**src/rtl/sensor_client_pkg.sv**
```systemverilog
// Purpose : shared state encoding and request codes for the sensor client and RequestHandler.
// Latency : n/a (types and constants only).
// Backpressure: n/a.
package sensor_client_pkg;

  typedef enum logic [2:0] {
    IDLE      = 3'd0,
    SEND_CMD  = 3'd1,
    WAIT_CMD  = 3'd2,
    SEND_ADDR = 3'd3,
    WAIT_ADDR = 3'd4,
    WAIT_CODE = 3'd5,
    WAIT_DATA = 3'd6,
    DONE      = 3'd7
  } state_e;

  // Request codes understood by the remote RequestHandler.
  localparam logic [7:0] CMD_TEMPERATURE = 8'h01;
  localparam logic [7:0] CMD_HUMIDITY    = 8'h02;
  localparam logic [7:0] CMD_STATUS      = 8'h03;

  // States in which the client is waiting on the UART and the abort timer runs.
  function automatic logic is_wait_state(input state_e s);
    return (s == WAIT_CMD) || (s == WAIT_ADDR) || (s == WAIT_CODE) || (s == WAIT_DATA);
  endfunction

endpackage

```
**src/rtl/sensor_client_if.sv**
```systemverilog
// Purpose : groups the request, UART TX/RX and response signals of the sensor client.
// Latency : n/a (wires only).
// Backpressure: none; all strobes are single-cycle pulses.
// Ports   : slave = client side (drives busy/tx/response/timeout),
//           master = environment side (drives start/command/address/tx_done/rx).
interface sensor_client_if;
  logic       start;
  logic [7:0] command;
  logic [7:0] address;
  logic       busy;
  logic       tx_has_data;
  logic [7:0] tx_data;
  logic       tx_done;
  logic       rx_has_data;
  logic [7:0] rx_data;
  logic       response_valid;
  logic [7:0] response_code;
  logic [7:0] response_data;
  logic       timeout;

  modport master (
    output start, command, address, tx_done, rx_has_data, rx_data,
    input  busy, tx_has_data, tx_data, response_valid, response_code, response_data, timeout
  );

  modport slave (
    input  start, command, address, tx_done, rx_has_data, rx_data,
    output busy, tx_has_data, tx_data, response_valid, response_code, response_data, timeout
  );
endinterface

```
**src/rtl/sensor_client_timeout_counter.sv**
```systemverilog
// Purpose : saturating wait-state timer with terminal-count flag.
// Latency : terminal is combinational from the count register.
// Backpressure: none.
// Ports   : clock, reset_n (sync, active-low), clear, enable -> terminal (count == TIMEOUT_CYCLES-1).
module sensor_client_timeout_counter #(
  parameter int TIMEOUT_CYCLES = 50000000,
  parameter int CNT_W          = 26
) (
  input  logic clock,
  input  logic reset_n,
  input  logic clear,
  input  logic enable,
  output logic terminal
);

  logic [CNT_W-1:0] cnt_q, cnt_d;

  // Clear has priority so a state change always restarts the wait from zero.
  always_comb begin
    cnt_d = cnt_q;
    if (clear) begin
      cnt_d = '0;
    end else if (enable && (cnt_q != {CNT_W{1'b1}})) begin
      cnt_d = cnt_q + CNT_W'(1);
    end
  end

  always_ff @(posedge clock) begin
    if (!reset_n) begin
      cnt_q <= '0;
    end else begin
      cnt_q <= cnt_d;
    end
  end

  assign terminal = (cnt_q == CNT_W'(TIMEOUT_CYCLES - 1));

endmodule

```
**src/rtl/sensor_client.sv**
```systemverilog
// Purpose : sends command+address bytes over UART TX, collects code+data bytes from UART RX.
// Latency : response_valid one cycle after the edge that captures the second rx byte.
// Backpressure: none; start ignored while busy, waits abort after TIMEOUT_CYCLES.
// Ports   : clock, reset_n (sync, active-low), bus (sensor_client_if.slave).
module sensor_client
  import sensor_client_pkg::*;
#(
  parameter int TIMEOUT_CYCLES = 50000000,
  parameter int CNT_W          = 26
) (
  input  logic            clock,
  input  logic            reset_n,
  sensor_client_if.slave  bus
);

  state_e     state_q, state_d;
  logic [7:0] addr_q, addr_d;
  logic [7:0] tx_data_q, tx_data_d;
  logic [7:0] code_stage_q, code_stage_d;
  logic [7:0] resp_code_q, resp_code_d;
  logic [7:0] resp_data_q, resp_data_d;
  logic       timeout_q, timeout_d;

  logic tmo_terminal;
  logic tmo_clear;
  logic tmo_enable;

  always_comb begin
    state_d      = state_q;
    addr_d       = addr_q;
    tx_data_d    = tx_data_q;
    code_stage_d = code_stage_q;
    resp_code_d  = resp_code_q;
    resp_data_d  = resp_data_q;
    timeout_d    = 1'b0;

    unique case (state_q)
      IDLE: begin
        // The command byte is latched straight into the TX data register.
        if (bus.start) begin
          state_d   = SEND_CMD;
          addr_d    = bus.address;
          tx_data_d = bus.command;
        end
      end
      SEND_CMD:  state_d = WAIT_CMD;
      WAIT_CMD: begin
        if (bus.tx_done) begin
          state_d   = SEND_ADDR;
          tx_data_d = addr_q;
        end
      end
      SEND_ADDR: state_d = WAIT_ADDR;
      WAIT_ADDR: begin
        if (bus.tx_done) state_d = WAIT_CODE;
      end
      WAIT_CODE: begin
        // Code is staged so an abort in WAIT_DATA leaves the visible response untouched.
        if (bus.rx_has_data) begin
          state_d      = WAIT_DATA;
          code_stage_d = bus.rx_data;
        end
      end
      WAIT_DATA: begin
        if (bus.rx_has_data) begin
          state_d     = DONE;
          resp_code_d = code_stage_q;
          resp_data_d = bus.rx_data;
        end
      end
      DONE:    state_d = IDLE;
      default: state_d = IDLE;
    endcase

    // Abort only when the awaited event did not arrive this cycle: the event wins a tie.
    if (is_wait_state(state_q) && (state_d == state_q) && tmo_terminal) begin
      state_d   = IDLE;
      timeout_d = 1'b1;
    end
  end

  assign tmo_enable = is_wait_state(state_q);
  assign tmo_clear  = (state_d != state_q);

  sensor_client_timeout_counter #(
    .TIMEOUT_CYCLES (TIMEOUT_CYCLES),
    .CNT_W          (CNT_W)
  ) u_timeout_counter (
    .clock    (clock),
    .reset_n  (reset_n),
    .clear    (tmo_clear),
    .enable   (tmo_enable),
    .terminal (tmo_terminal)
  );

  always_ff @(posedge clock) begin
    if (!reset_n) begin
      state_q      <= IDLE;
      addr_q       <= 8'h00;
      tx_data_q    <= 8'h00;
      code_stage_q <= 8'h00;
      resp_code_q  <= 8'h00;
      resp_data_q  <= 8'h00;
      timeout_q    <= 1'b0;
    end else begin
      state_q      <= state_d;
      addr_q       <= addr_d;
      tx_data_q    <= tx_data_d;
      code_stage_q <= code_stage_d;
      resp_code_q  <= resp_code_d;
      resp_data_q  <= resp_data_d;
      timeout_q    <= timeout_d;
    end
  end

  assign bus.busy           = (state_q != IDLE);
  assign bus.tx_has_data    = (state_q == SEND_CMD) || (state_q == SEND_ADDR);
  assign bus.tx_data        = tx_data_q;
  assign bus.response_valid = (state_q == DONE);
  assign bus.response_code  = resp_code_q;
  assign bus.response_data  = resp_data_q;
  assign bus.timeout        = timeout_q;

endmodule

```
**src/flat_wrapper.sv**
```systemverilog
// flat-port wrapper written by rule: the top's interface ports become plain ports
module sensor_client_flat import sensor_client_pkg::*;
#(
  parameter int TIMEOUT_CYCLES = 50000000,
  parameter int CNT_W          = 26
)
  (clock, reset_n, bus_start, bus_command, bus_address, bus_tx_done, bus_rx_has_data, bus_rx_data, bus_busy, bus_tx_has_data, bus_tx_data, bus_response_valid, bus_response_code, bus_response_data, bus_timeout);
  sensor_client_if bus_i ();
  input  logic clock;
  input  logic reset_n;
  input wire logic [$bits(bus_i.start)-1:0] bus_start;
  input wire logic [$bits(bus_i.command)-1:0] bus_command;
  input wire logic [$bits(bus_i.address)-1:0] bus_address;
  input wire logic [$bits(bus_i.tx_done)-1:0] bus_tx_done;
  input wire logic [$bits(bus_i.rx_has_data)-1:0] bus_rx_has_data;
  input wire logic [$bits(bus_i.rx_data)-1:0] bus_rx_data;
  output wire logic [$bits(bus_i.busy)-1:0] bus_busy;
  output wire logic [$bits(bus_i.tx_has_data)-1:0] bus_tx_has_data;
  output wire logic [$bits(bus_i.tx_data)-1:0] bus_tx_data;
  output wire logic [$bits(bus_i.response_valid)-1:0] bus_response_valid;
  output wire logic [$bits(bus_i.response_code)-1:0] bus_response_code;
  output wire logic [$bits(bus_i.response_data)-1:0] bus_response_data;
  output wire logic [$bits(bus_i.timeout)-1:0] bus_timeout;
  assign bus_i.start = bus_start;
  assign bus_i.command = bus_command;
  assign bus_i.address = bus_address;
  assign bus_i.tx_done = bus_tx_done;
  assign bus_i.rx_has_data = bus_rx_has_data;
  assign bus_i.rx_data = bus_rx_data;
  assign bus_busy = bus_i.busy;
  assign bus_tx_has_data = bus_i.tx_has_data;
  assign bus_tx_data = bus_i.tx_data;
  assign bus_response_valid = bus_i.response_valid;
  assign bus_response_code = bus_i.response_code;
  assign bus_response_data = bus_i.response_data;
  assign bus_timeout = bus_i.timeout;
  sensor_client #(.TIMEOUT_CYCLES(TIMEOUT_CYCLES), .CNT_W(CNT_W)) u_core (.clock(clock), .reset_n(reset_n), .bus(bus_i));
endmodule
```
**config.mk**
```make
export PLATFORM = sky130hd
export DESIGN_NAME = sensor_client_flat
export DESIGN_NICKNAME = d
export VERILOG_FILES = /design/src/rtl/sensor_client_pkg.sv /design/src/rtl/sensor_client_if.sv /design/src/rtl/sensor_client_timeout_counter.sv /design/src/rtl/sensor_client.sv /design/src/flat_wrapper.sv
export SDC_FILE = /design/constraint.sdc
export NUM_CORES = 1
export LEC_CHECK = 0
export ABC_AREA = 1
export CAP_MARGIN = 5
export CORE_ASPECT_RATIO = 1.25
export CORE_MARGIN = 2
export CORE_UTILIZATION = 49
export CTS_CLUSTER_DIAMETER = 80
export DETAILED_ROUTE_END_ITERATION = 8
export GPL_TIMING_DRIVEN = 0
export HOLD_SLACK_MARGIN = 0.1
export PLACE_DENSITY = 0.72
export RECOVER_POWER = 100
export REMOVE_ABC_BUFFERS = 1
export SYNTH_ARGS = -nofsm -noshare
export SYNTH_HDL_FRONTEND = slang
export SYNTH_SLANG_ARGS = --single-unit
```
**constraint.sdc**
```tcl
create_clock -name clock -period 1.71 [get_ports clock]
set_input_delay 0.342 -clock clock [delete_from_list [all_inputs] [get_ports clock]]
set_output_delay 0.342 -clock clock [all_outputs]
set_load 0.005 [all_outputs]
```
Yosys cells after proc, flatten, opt, wreduce, memory -nomap -nowiden

Cells that the tools add are included.

Multiplexer cells: 11
Eq/ne operators: 13
$add $sub $neg: 1
Bitwise logic cells: 1
Reductions and logical operators: 15

Operators with widths:

| cell                                                                  | count |
|---|---|
| 26-bit by 1-bit adder with 26-bit output, second input constant       | 1 |
| 26-bit equality test, second input constant                           | 1 |
| 26-bit != test, second input constant                                 | 1 |
| 3-bit case mux with 8 select lines                                    | 1 |
| 3-bit two-way mux                                                     | 6 |
| 8-bit two-way mux                                                     | 2 |
| 8-bit case mux with 2 select lines                                    | 1 |
| 3-bit equality test, second input constant                            | 4 |
| 3-bit by 2-bit equality test with 1-bit output, second input constant | 2 |
| 2-bit AND reduction                                                   | 3 |
| 1-bit logical OR                                                      | 4 |
| 2-bit != test, second input constant                                  | 2 |
| 3-bit by 1-bit equality test with 1-bit output, second input constant | 1 |
| 3-bit equality test                                                   | 1 |
| 1-bit logical AND                                                     | 3 |
| 3-bit logical NOT                                                     | 1 |
| 3-bit != test                                                         | 1 |
| 3-bit AND reduction                                                   | 1 |
| 3-bit nonzero test                                                    | 1 |
| 2-bit nonzero test                                                    | 1 |
| 2-bit OR reduction                                                    | 1 |
| 1-bit two-way mux                                                     | 1 |
| 1-bit NOT                                                             | 1 |

Output and inout port bits: 28
Bits in registers: 70

Longest topological paths before layout

Gate-level depths: netlist of the first run.

Depth after elaboration: 9
Depth in mapped cells: 14
Mapped depth without buffers: 13

Cells and area by module

Synthesis of the first run repeated with hierarchy kept, for this count alone.

Cell total of the unflattened synthesis: 509
Area total of the unflattened synthesis: 3489.6 sq um

Modules (own cells, without submodules):

| module                        | sequential area each (sq um) | area an instance (sq um) | instances | cells each |
|---|---|---|---|---|
| sensor_client                 | 880.8                        | 1788.0                   | 1         | 237 |
| sensor_client_timeout_counter | 520.5                        | 1701.6                   | 1         | 272 |

Worst setup path before layout of the first run

Ideal clock, no wire load.

Kind: register to register
Start: register u_core.u_timeout_counter.cnt_q[0]
End: register u_core.u_timeout_counter.cnt_q[14]
Arrival: 1.766 ns
Setup time: 0.121 ns
Cell stages (with the launch flop): 13
Setup slack: -0.176 ns
Period minus slack after synthesis: 1.886 ns
Path through: dfxtp_1 -> ha_1 -> nand3_2 -> nor2_4 -> inv_2 -> nor2_4 -> nand2_1 -> nand2_2 -> inv_2 -> buf_6 -> buf_6 -> a21boi_0 -> nor3_2

Word-level cells in the longest chain between the ends: 5
Elaborated cells on any way between the ends: 8
Those cells by class: add/sub (1); eq/ne (3); mux (1); reduce/logical (3)

Ends and longest elaborated chain:

| item                                                                                             | line                                | text |
|---|---|---|
| start, declared                                                                                  | sensor_client_timeout_counter.sv:16 | `logic [CNT_W-1:0] cnt_q, cnt_d;` |
| start signal, assigned                                                                           | sensor_client_timeout_counter.sv:32 | `cnt_q <= cnt_d;` |
| parallel branches: the longest is 5 deep, another holds 26-bit by 1-bit adder with 26-bit output | --                                  |  |

Several ways; the timed one is not identified.
A chain may end at the register's enable or synchronous reset.

Final worst setup path of the first run

Start: register u_core.state_q[1]
End: register u_core.u_timeout_counter.cnt_q[11]

Word-level cells in the longest chain between the ends: 9
Elaborated cells on any way between the ends: 24
Those cells by class: eq/ne (9); mux (7); reduce/logical (8)

Ends and longest elaborated chain:

| item                                                                                       | line                 | text |
|---|---|---|
| start, declared                                                                            | sensor_client.sv:16  | `state_e state_q, state_d;` |
| start signal, assigned                                                                     | sensor_client.sv:106 | `state_q <= state_d;` |
| parallel branches: the longest is 9 deep, another holds 3-bit case mux with 8 select lines | --                   |  |

Several ways; the timed one is not identified.

==> results of run 1 <==
-- cells in the mapped netlist, drive strengths merged --
master / number
a31o: 2
nor2: 109
inv: 52
a31oi: 8
nor3: 31
nand3: 30
clkbuf: 6
nand2: 118
xor2: 5
buf: 15
o211ai: 1
a21boi: 2
nand4: 7
nand3b: 2
ha: 1
a21oi: 16
o21ai: 52
xnor2: 7
dfxtp: 70
-- layout make-up --
type | count | area [µm²]
multi-input cells | 396 | 2372
fillers | 543 | 2033
flip-flops and latches | 70 | 1449
repair buffers | 99 | 939.7
inverters | 52 | 221.5
clock inverters | 7 | 146.4
clock buffers | 9 | 123.9
well taps | 92 | 115.1
-- state kept, by name (all words and copies together), names as in the netlist --
| register | count |
|---|---|
| u_core.u_timeout_counter.cnt_q | 26 |
| u_core.addr_q | 8 |
| u_core.bus.response_code | 8 |
| u_core.bus.response_data | 8 |
| u_core.bus.tx_data | 8 |
| u_core.code_stage_q | 8 |
| u_core.state_q | 3 |
| u_core.bus.timeout | 1 |
-- logic make-up after synthesis --
family,count (synthesis)
AOI/OAI and AO/OA,81
and+or+nand+nor,297
buffers and inverters,73
DFF,70
adders and majority gates,1
xor gates and xnor gates,12
-- cells in the final DEF, fill, tap and decap left out, drive strengths merged --
cell,count
nand2,119
nor2,109
dfxtp,70
o21ai,53
clkdlybuf4s50,51
inv,51
buf,43
nand3,33
nor3,31
a21oi,16
clkbuf,9
a31oi,8
nand4,7
xnor2,7
xor2,5
bufinv,4
clkinv,3
dlygate4sd2,3
nand3b,2
a21boi,2
a31o,2
o211ai,1
clkinvlp,1
ha,1
dlymetal6s2s,1
clkdlybuf4s15,1
-- worst paths after layout --
path | from | endpoint | slack, ps | cells after the start
setup reg to reg | u_core.state_q[1] | u_core.u_timeout_counter.cnt_q[11] | -70 | 11
hold / removal | u_core.addr_q[2] | u_core.addr_q[2] | 450 | 2
setup / recovery | u_core.state_q[1] | u_core.u_timeout_counter.cnt_q[11] | -70 | 11
hold reg to reg | u_core.addr_q[2] | u_core.addr_q[2] | 450 | 2
-- tightest hold or removal path, cell delays in order, from the launching register on --
cell and delay (ps):
dfxtp_1 310, inv_1 40, a21oi_1 50
-- layer usage --
metal	vias to the layer above	track usage, %	share of wire (%)
met1	1850	29.58	38
met4	0	13.72	4.8
met3	57	6.684	6.3
met2	194	44.40	51
li1	1926	-	-
met5	-	0	0
-- power groups by stage --
| stage | Combinational [mW] | Clock (mW) | Sequential [mW] |
|---|---|---|---|
| after global routing | 0.859 | 1.91 | 1.74 |
| after global placement | 0.490 | 0 | 1.77 |
| final | 0.808 | 1.81 | 1.73 |
| after detailed placement | 0.497 | 0 | 1.77 |
| after floorplan | 0.275 | 0 | 1.77 |
| after CTS | 0.678 | 1.82 | 1.73 |
-- timing repair --
action                                  in CTS  in global routing
setup buffers                               22                 22
endpoints found under the setup margin      49                 35
resized for setup                           66                 65
endpoints found under the hold margin        0                  0
pin swaps                                   23                 25
gates cloned                                 5                  0
hold buffers                                 0                  0
==> impl_metrics.tcl, run 1 <==
set metrics [dict create \
    setup_viol 27 \
    postRouteAntennaNets 0 \
    swShare_pct 27.57 \
    ctsRootBufferMaster "clkbuf_8" \
    syn_avg_cell_area_um2 7.006 \
    crit_buf_inv 1 \
    crit_chain "inv_2 -> nand2_4 -> nor2_4 -> nor2_4 -> nand3_2 -> nand2_2 -> nand3_4 -> nand2_4 -> nand2_8 -> nand3_4 -> nor3_2" \
    post-dp-hpwl_um 5920 \
    grt-ovfl-total 0 \
    power.switching_mw 1.198 \
    initialDrtViolationCount 239 \
    clkSlewWorstSetupHoldPaths_ps 80 \
    placementRows 35 \
    worstPathMaxFanout 7 \
    cts_tree "done" \
    n_antenna_cell 0 \
    grt_pass1_vias 3656 \
    drive_above_1_share_pct 28.28 \
    place_area_um2 4259 \
    synth_compound_area_share_pct 12.11 \
    cp.arrival_ps 2030 \
    worstSetupEndpointType "flip-flop" \
    cts-htree-levels 3 \
    grt_usage_pct 26.08 \
    period_share_pct 104.3 \
    required_ps 1960 \
    cellPowerDensity_nw_per_um2 809.5 \
    routed_wl_um 11210 \
    synth_cell_types 32 \
    fin_nets 658 \
    power.internal_mw 3.147 \
    hold_viol_final 0 \
    via_per_inst 5.554 \
    dp_cells 661 \
    rsz0062_at_grt "yes" \
    die_h_um 101.7 \
    critPathMaxStageDelay_ps 460 \
    pwr-share-seq_pct 39.8 \
    fin_area_um2 5368 \
    slew_violations 0 \
    io_buffers 56 \
    syn_area_um2 3741 \
    whs_ps 446.9 \
    p_leak_nw 1.976 \
    total_power_mw 4.345 \
    grt_max_degree 44 \
    crit_type "reg2reg" \
    start_kind "flip-flop" \
    yosys-top-cells-area "dfxtp_1 37%, nand2_1 11%, nor2_1 10%" \
    synth_xor_xnor_area_share_pct 2.809 \
    timing.fmax_ghz 0.5609 \
    yosys.area_share.simple_pct 37.73 \
    yosys.area.top_type "dfxtp_1" \
    finClkSkew_ps 8.075 \
    outcome "complete, but fails checks" \
    synth_fa_ha_area_share_pct 0.3344 \
    period_minus_slack_ps 1783 \
    final_core_util_pct 72.53 \
    cts_sinks 70 \
    remaining_drc_errors 0 \
    vias 4027 \
    cts_inserted_buffers 9 \
    yosysTopAreaCellShare_pct 37.46 \
    setup_ws_ps -72.89 \
    fp.dieArea_um2 8354 \
    firstDrtPassIters 5 \
    clk_latency_ps 360 \
    max_slew_margin_pct 50.97 \
    clock_path_buffers 2 \
    area_growth_pct 43.48 \
    synth_cells 534 \
    synth-seq-cells 70 \
    hold_path.class "reg2reg" \
    die-width_um 82.16 \
    place_ws_ps -1098 \
    antenna_found_initial 0 \
    synth_top_family_by_area "simple AND/OR/NAND/NOR gates" \
    cp_slowest_cell "dfxtp_4" \
    yosys_warnings 0 \
    path_delay_family "simple AND/OR/NAND/NOR gates" \
    clkPwrFrac_pct 41.6 \
    violations "setup timing" \
    ir_drop_mv 0.5452 \
    cap_viol_max_count 0 \
    coreArea_um2 7401 \
    grt_pass1_wl_um 16820 \
    worstMarginPinSlew_ps 735.5 \
    wire_per_inst_um 15.46 \
    layout.cells.non_filler 725 \
    place.gp.congestion 0.8968 \
    tns_ps -1320 \
    synth_mux_area_share_pct 0 \
    num_io_pins 57 \
    combPwrFrac_pct 18.6 \
    initial_utilization_pct 50.55 \
    yosysSeqAreaShare_pct 37.46 \
]
No activity file was read; power rests on OpenSTA's default activity.
==> run 2: changes to the inputs <==
- CTS_CLUSTER_SIZE: unset -> 25
- GPL_ROUTABILITY_DRIVEN: unset -> 0
==> run 2 against run 1 <==
Against the previous run: the run still ends with setup timing left; global-route usage fell by 0.50 points; sequential share of layout area is 1.2 points higher; flip-flop and latch count is the same.
==> impl_metrics.tcl, run 2 (synthesized netlist as in run 1, its figures left out) <==
set metrics [dict create \
    outcome "complete, but fails checks" \
    violations "setup timing" \
    n_antenna_cell 0 \
    grt-ovfl-total 0 \
    remaining_drc_errors 0 \
    fp.dieArea_um2 8354 \
    period_minus_slack_ps 1820 \
    slew_violations 0 \
    routed_wl_um 10650 \
    finClkSkew_ps 9.375 \
    coreArea_um2 7401 \
    rsz0062_at_grt "yes" \
    grt_pass1_wl_um 16490 \
    cts-htree-levels 3 \
    area_growth_pct 36.42 \
    cts_sinks 70 \
    nFillCells 593 \
    cellPowerDensity_nw_per_um2 745.5 \
    die-width_um 82.16 \
    clock_path_buffers 2 \
    initial_utilization_pct 50.55 \
    ir_drop_mv 0.4144 \
    p_leak_nw 1.889 \
    placementRows 35 \
    ctsRootBufferMaster "clkbuf_8" \
    hold_path.class "reg2reg" \
    setup_ws_ps -110.1 \
    regMostFlops "u_core.u_timeout_counter.cnt_q" \
    crit_type "reg2reg" \
    post-dp-hpwl_um 5956 \
    place_area_um2 4259 \
    drive_above_1_share_pct 24.88 \
    fin_area_um2 5104 \
    num_io_pins 57 \
    clkSlewWorstSetupHoldPaths_ps 70 \
    cts_tree "done" \
    max_slew_margin_pct 51.39 \
    required_ps 1940 \
    largest_reg_flops 26 \
    initialDrtViolationCount 198 \
    clk_latency_ps 350 \
    worstSetupEndpointType "flip-flop" \
    start_kind "flip-flop" \
    firstDrtPassIters 5 \
    grt_usage_pct 25.58 \
    multi_input_area_um2 2297 \
    cts_inserted_buffers 9 \
    timing.fmax_ghz 0.5494 \
    antenna_found_initial 0 \
    cp.arrival_ps 2050 \
    final_core_util_pct 68.96 \
    vias 3925 \
    cap_viol_max_count 0 \
    hold_viol_final 0 \
    worstPathMaxFanout 7 \
    wire_per_inst_um 14.90 \
    grt_pass1_vias 3625 \
    layout_common_cells "101 x nand2_1, 95 x nor2_1, 51 x clkdlybuf4s50_1" \
    worstMarginPinSlew_ps 729.1 \
    die_h_um 101.7 \
    final-seq-area_um2 1439 \
    setup_viol 26 \
    fin_nets 649 \
    cts_hold_buf 0 \
    via_per_inst 5.490 \
    period_share_pct 106.4 \
    grt_max_degree 44 \
    io_buffers 56 \
    postRouteAntennaNets 0 \
    final_common_cell "nand2_1" \
]
## run 2: changes by cell type in the layout (fill, tap and decap cells not counted), moves of 3 or more
cell and change:
buf_4 -8, nor2_1 +4, nor2_2 -4, bufinv_16 -3, dfxtp_4 -3, nand2_4 +3, nand2_8 -3, o21ai_2 -3
## run 2: area by class of cell
cell class	instances	area share, %
inverters	52	4.192
repair buffers	90	16.67
clock buffers	9	2.427
clock inverters	6	1.250
well taps	92	2.255
flip-flops and latches	70	28.19
multi-input cells	396	45.01
## run 2: stage by stage
| stage | hold slack, ps | setup WS [ps] | TNS (ps) | power [mW] | std cells |
|---|---|---|---|---|---|
| final | 446.9 | -110.1 | -2027 | 3.805 | 715 |
| after global routing | 469.4 | -203.2 | -4965 | 3.975 | 715 |
| after CTS | 448.3 | -52.19 | -545.3 | 3.701 | 700 |
| after detailed placement | 437.4 | -1084 | -43080 | 2.263 | 661 |
| after global placement | 433.1 | -1064 | -42970 | 2.257 | 661 |
| after floorplan | 423.1 | -443.2 | -10870 | 2.041 | 513 |
## run 2: path summary, 6_finish.rpt
path / end / startpoint / cells past startpoint / slack [ps]
worst max register to register: u_core.u_timeout_counter.cnt_q[0] / u_core.u_timeout_counter.cnt_q[0] / 11 / -110
worst min register to register: u_core.addr_q[3] / u_core.addr_q[3] / 2 / 450
worst min-delay path: u_core.addr_q[3] / u_core.addr_q[3] / 2 / 450
worst max-delay path: u_core.u_timeout_counter.cnt_q[0] / u_core.u_timeout_counter.cnt_q[0] / 11 / -110
## run 2: power breakdown
group	total, mW	switching [mW]	internal (mW)
logic	0.771	0.450	0.322
registers	1.73	0.0434	1.69
clock network	1.30	0.640	0.662
total	3.80	1.13	2.67
## run 2: layer usage
layer	routed length (µm)	GRT usage, %	part of all wire [%]
met5	0	0	0
met4	600	15.26	5.6
met3	673	6.506	6.3
met2	5192	42.71	49
met1	4183	28.99	39
## run 2: repair_timing
action,in CTS,in global routing
endpoints found under the setup margin,53,35
cloned,5,0
buffers inserted,19,15
pin swaps,14,22
resized for setup,57,49
## run 2: worst max-delay path: stages (launching register included)
cell	delay, ps
dfxtp_4	370
ha_4	150
nand3_4	80
nor2_4	140
buf_6	140
nand3_4	80
nor2_4	150
nand3_4	130
nand2_4	120
nand2_8	90
nand3_4	190
nor3_2	70
